--- config.mk ---
export PLATFORM = sky130hd
export DESIGN_NAME = usb_rx_unstuff_shift
export DESIGN_NICKNAME = d
export VERILOG_FILES = /design/src/rtl/usb_rx_unstuff_shift.sv
export SDC_FILE = /design/constraint.sdc
export NUM_CORES = 1
export LEC_CHECK = 0
export ABC_AREA = 1
export CORE_MARGIN = 2
export CORE_UTILIZATION = 45
export DETAILED_ROUTE_END_ITERATION = 10
export PLACE_DENSITY = 0.77
export SLEW_MARGIN = 20
export SYNTH_ARGS = -nofsm -noshare
export SYNTH_HDL_FRONTEND = slang
export SYNTH_SLANG_ARGS = --single-unit
--- constraint.sdc ---
create_clock -name clk -period 2.5 [get_ports clk]
set_input_delay 0.5 -clock clk [delete_from_list [all_inputs] [get_ports clk]]
set_output_delay 0.5 -clock clk [all_outputs]
set_load 0.01 [all_outputs]
--- src/rtl/usb_rx_unstuff_shift.sv ---
// usb_rx_unstuff_shift: removes USB stuffed zeros from the NRZI-decoded
// bit stream and assembles the data bits LSB-first into bytes.
// Optional build macro USB_RX_STICKY_STUFF_ERR_EN: when defined, stuff_err
// latches on a violation until rx_clear or reset. When undefined, it is a
// one-cycle pulse.
module usb_rx_unstuff_shift #(
    parameter int DATA_W    = 8,
    parameter int STUFF_LEN = 6
) (
    input  logic                      clk,
    input  logic                      n_rst,
    input  logic                      d_sent,
    input  logic                      shift_enable,
    input  logic                      eop,
    input  logic                      rx_clear,
    output logic [DATA_W-1:0]         rx_byte,
    output logic                      byte_valid,
    output logic                      stuff_err,
    output logic [$clog2(DATA_W)-1:0] bit_cnt
);
    localparam int CNT_W  = $clog2(DATA_W);
    localparam int ONES_W = $clog2(STUFF_LEN + 1);

    logic [DATA_W-1:0] sr;
    logic [ONES_W-1:0] ones_cnt;
    logic [DATA_W-1:0] sr_next;
    logic              stuff_slot;
    logic              last_bit;
    logic              violation;

    // After STUFF_LEN consecutive data 1s, the next sample is the stuffed slot.
    assign sr_next    = {d_sent, sr[DATA_W-1:1]};
    assign stuff_slot = (ones_cnt == ONES_W'(STUFF_LEN));
    assign last_bit   = (bit_cnt == CNT_W'(DATA_W - 1));
    assign violation  = !rx_clear && shift_enable && !eop && stuff_slot && d_sent;

    // Shift/unstuff datapath. Priority: rx_clear, then eop, then data/stuff sample.
    always_ff @(posedge clk or negedge n_rst) begin
        if (!n_rst) begin
            sr         <= '0;
            ones_cnt   <= '0;
            bit_cnt    <= '0;
            rx_byte    <= '0;
            byte_valid <= 1'b0;
        end else if (rx_clear) begin
            sr         <= '0;
            ones_cnt   <= '0;
            bit_cnt    <= '0;
            byte_valid <= 1'b0;
        end else begin
            byte_valid <= 1'b0;
            if (shift_enable && eop) begin
                // Abandon the partial byte; the shift register is fully
                // overwritten before the next completion anyway.
                ones_cnt <= '0;
                bit_cnt  <= '0;
            end else if (shift_enable) begin
                if (stuff_slot) begin
                    // Stuffed bit: dropped, only the run of 1s restarts.
                    ones_cnt <= '0;
                end else begin
                    sr       <= sr_next;
                    ones_cnt <= d_sent ? ones_cnt + 1'b1 : '0;
                    if (last_bit) begin
                        bit_cnt    <= '0;
                        rx_byte    <= sr_next;
                        byte_valid <= 1'b1;
                    end else begin
                        bit_cnt <= bit_cnt + 1'b1;
                    end
                end
            end
        end
    end

    // Bit-stuff violation flag: a 1 seen in the stuffed slot.
    always_ff @(posedge clk or negedge n_rst) begin
        if (!n_rst) begin
            stuff_err <= 1'b0;
        end else if (rx_clear) begin
            stuff_err <= 1'b0;
        end else begin
`ifdef USB_RX_STICKY_STUFF_ERR_EN
            if (violation) stuff_err <= 1'b1;
`else
            stuff_err <= violation;
`endif
        end
    end
endmodule

Yosys cells after proc, flatten, opt, wreduce, memory -nomap -nowiden --
Index checks and enable logic that the tools add are counted.
Cells by class: add/sub/neg operators 2, equal/unequal tests 5, mux-type cells 20, bitwise gates (word level) 3, reduce and logical (&&, ||, !) cells 12
Operators with widths (number):
- 2-to-1 mux 8 bit | 4
- 2-to-1 mux 3 bit | 10
- adder 3 x 1 -> 3 bit, second input constant | 2
- == test 3 bit, second input constant | 2
- 2-to-1 mux 1 bit | 6
- logical AND 1 bit | 5
- AND reduction 5 bit | 1
- != test 2 bit, second input constant | 2
- != test 3 x 2 -> 1 bit, second input constant | 1
- NOT 1 bit | 3
- AND reduction 3 bit | 1
- nonzero test 3 bit | 1
- logical NOT 1 bit | 2
- AND reduction 2 bit | 1
- nonzero test 2 bit | 1
Word-level totals: register bits 24, input bits 6, output and inout bits 13, logic and storage cells 48

Logic depth before layout (Yosys ltp) --
depth after elaboration 6, gate-level depth with buffers 8, mapped depth without buffers 8

Worst setup path before layout --
Ideal clock, no wire load.
path kind reg-to-reg, start register bit_cnt[0], end register bit_cnt[0], library setup time 0.065 ns, data arrival time 1.249 ns, data required time 2.435 ns, path slack 1.186 ns, cell stages (with the launch flop) 9, path buffers 1, cell sequence dfrtp_1 ha_1 ha_1 buf_6 nor2_1 nand2_1 nor2_1 nand2_1 nand2_1
Between the ends: cells in the longest elaborated chain, start to end 6
RTL lines:
- start, declared | RTL line 19 | output logic [$clog2(DATA_W)-1:0] bit_cnt
- start signal, assigned | RTL line 69 | bit_cnt <= bit_cnt + 1'b1;
- adder 3 x 1 -> 3 bit or == test 3 bit (tied branches) | RTL line 69, 34
- 2-to-1 mux 3 bit * | RTL line 64 | if (last_bit) begin
- 2-to-1 mux 3 bit * | RTL line 58 | if (stuff_slot) begin
- 2-to-1 mux 3 bit * | RTL line 57 | end else if (shift_enable) begin
- 2-to-1 mux 3 bit * | RTL line 52 | if (shift_enable && eop) begin
- 2-to-1 mux 3 bit * | RTL line 45 | end else if (rx_clear) begin
Mark *: on every way between the ends. The rest lies on a longest branch, timed or not. The select of a mux whose other input is x is not followed. A chain may end at the register's enable or synchronous reset.

Worst setup path in the final report --
start register bit_cnt[1], end output port bit_cnt[1]
No word-level cell between the ends.

==> flow_summary.json <==
{
  "synth.avg_cell_area_um2": 9.079,
  "dieArea_mm2": 0.002853,
  "drt-met1-wl_um": 888,
  "num-fill-cells": 209,
  "register_area_um2": 575.6,
  "max-cap-violations": 0,
  "crit_chain": "clkdlybuf4s50_1",
  "met2_length_um": 1055,
  "path_class": "reg2out",
  "cts.sinks": 23,
  "drive_gt1_share_pct": 12.06,
  "final.setup_skew_ns": 0.001706,
  "grt_overflow": 0,
  "drtAntennaViolNets": 0,
  "crit_fanout": 3,
  "place_congestion": 0.8108,
  "cp_slowest_cell": "clkdlybuf4s50_1",
  "max_freq_mhz": 559.6,
  "drt_iter0_drc": 13,
  "rows": 17,
  "leakagePower_nw": 0.7379,
  "grt_pass1_vias": 905,
  "clockBufferDepth": 2,
  "status": "completed",
  "crit_family": "buffers and inverters",
  "grt_pass1_wl_um": 3843,
  "dr_wl_met3_um": 95,
  "die_h_um": 53.41,
  "wl_per_cell_um": 12.41,
  "numCtsBuffers": 3,
  "fin_nets": 152,
  "cp.required_ns": 2.00,
  "slew_headroom_pct": 69.14,
  "dr.max_layer_used": "met4",
  "holdWs_ns": 0.4960,
  "synth_fp_nets": 131,
  "multi_input_area_um2": 451.7,
  "hold_viol_final": 0,
  "path_buf_inv": 1,
  "slowest_delay_ns": 0.57,
  "htreeDepth": 1,
  "clkTransAtPathRegs_ns": 0.12,
  "die_w_um": 53.41,
  "timing.final.crit_share_pct": 71.47,
  "yosysUniqueCellTypes": 19,
  "critPathArrivalTime_ns": 1.29,
  "cts_tree": "built",
  "worstMarginPinSlew_ns": 0.4628,
  "core_mm2": 0.002255,
  "post-cts-setup-buffers": 0,
  "rsz0062_at_grt": "false",
  "finalMaxSlewViolations": 0,
  "synth-seq-cells": 23,
  "ir_drop_v": 0.0003327,
  "start_kind": "register",
  "synthCells": 121,
  "clk_root_buffer_cell": "clkbuf_4",
  "viasPerCell": 5.041,
  "layout_min_cycle_time_ns": 1.787,
  "layout_commonest_cell": "nand2_1",
  "grt_max_degree": 24,
  "ys_warn_count": 0,
  "cts_hold_buf": 0,
  "netlist_area_mm2": 0.001099,
  "vias": 852,
  "area_growth_syn_to_layout_pct": 19.59,
  "dr.pass1.iters": 4,
  "io_pins": 19,
  "layout_common_cells": "nand2_1 (46), dfrtp_1 (23), clkdlybuf4s50_1 (18), nand3_1 (12), inv_1 (8)",
  "tns_ns": 0,
  "p_per_area_mw_per_mm2": 467.7,
  "seq_area_frac_synth_pct": 52.39,
  "num_antenna_cells": 0,
  "portBuffers": 18,
  "finalWirelength_um": 2098,
  "clk_latency_ns": 0.31,
  "antenna_found_initial": 0,
  "fin_ws_ns": 0.7132,
  "hp-class": "reg2reg",
  "drc_errors": 0,
  "dp_hpwl_um": 1570,
  "cp-end-kind": "primary output",
  "dp_slack_ns": 0.5881,
  "start_util_pct": 48.72,
  "grt.total_usage_pct": 19.24,
  "report.final.setup_viol": 0,
  "cts-resized-gates": 0
}
==> worst paths after layout <==
| kind | from | to | slack (ns) | cells after the start |
|---|---|---|---|---|
| worst max register to register | bit_cnt[0]$_DFFE_PN0P_ | rx_byte[0]$_DFFE_PN0P_ | 0.89 | 5 |
| max in group asynchronous | n_rst | rx_byte[1]$_DFFE_PN0P_ | 1.75 | 2 |
| worst min register to register | rx_byte[6]$_DFFE_PN0P_ | rx_byte[6]$_DFFE_PN0P_ | 0.50 | 2 |
| min in group asynchronous | n_rst | rx_byte[5]$_DFFE_PN0P_ | 0.53 | 2 |
| worst min-delay path | rx_byte[6]$_DFFE_PN0P_ | rx_byte[6]$_DFFE_PN0P_ | 0.50 | 2 |
| worst max-delay path | bit_cnt[1]$_DFFE_PN0P_ | bit_cnt[1] | 0.71 | 1 |
==> flip-flops by register name, summed over array words and instances, names as in the netlist <==
signal	count
rx_byte	8
sr	7
bit_cnt	3
ones_cnt	3
byte_valid	1
stuff_err	1
==> cells by family (layout without fill, tap and decap cells) <==
family	after synthesis	in the layout	share of synthesized area, %
AOI/OAI and AO/OA	3	3	1.366
xor gates and xnor gates	1	1	0.7974
DFF	23	23	52.39
buffers and inverters	13	33	6.492
adders and majority gates	4	4	4.556
and+or+nand+nor	77	77	34.40
==> cells in the mapped netlist <==
| cell type | instances | area [um^2] |
|---|---|---|
| ha_1 | 4 | 50.05 |
| inv_1 | 8 | 30.03 |
| dfrtp_1 | 23 | 575.6 |
| xor2_1 | 1 | 8.760 |
| nand2_4 | 2 | 22.52 |
| nor2_2 | 1 | 6.260 |
| o21ai_0 | 2 | 10.01 |
| inv_2 | 2 | 7.510 |
| nand4_1 | 2 | 12.51 |
| nor3_1 | 1 | 5.000 |
| nand4_2 | 1 | 12.51 |
| nand2_1 | 46 | 172.7 |
| buf_6 | 3 | 33.78 |
| nand2_2 | 1 | 6.260 |
| nor2_4 | 1 | 11.26 |
| nand3_1 | 12 | 60.06 |
| nor2_1 | 5 | 18.77 |
| nand3_2 | 5 | 50.05 |
| a21oi_1 | 1 | 5.000 |
==> report_power, final <==
part,total (mW),leakage [nW],switching [mW],internal [mW]
combinational,0.0592,0.404,0.0366,0.0226
sequential,0.382,0.319,0.00510,0.377
clock,0.173,0.0150,0.111,0.0624
total,0.614,0.738,0.152,0.462
==> cell type report <==
cell class                      instances  area share [%]
Timing Repair Buffer                   19           14.29
Multi-Input combinational cell         85           34.38
Sequential cell                        23           43.81
Inverter                               10           2.857
Tap cell                               28           2.667
Clock buffer                            4           2.000
==> metrics by stage <==
step	power, mW	utilization [%]	cells	cell area [um^2]
after floorplan	0.4214	-	121	1099
after global placement	0.4468	57.10	165	1287
after detailed placement	0.4494	57.10	165	1287
after CTS	0.6210	58.27	169	1314
after global routing	0.6434	58.27	169	1314
final	0.6145	58.27	169	1314
==> per-layer routing <==
metal	global-route usage, %	vias to the layer above
li1	-	426
met1	22.58	400
met2	32.72	22
met3	2.260	4
met4	12.39	0
met5	0	-
No activity file was read; power rests on OpenSTA's default activity.
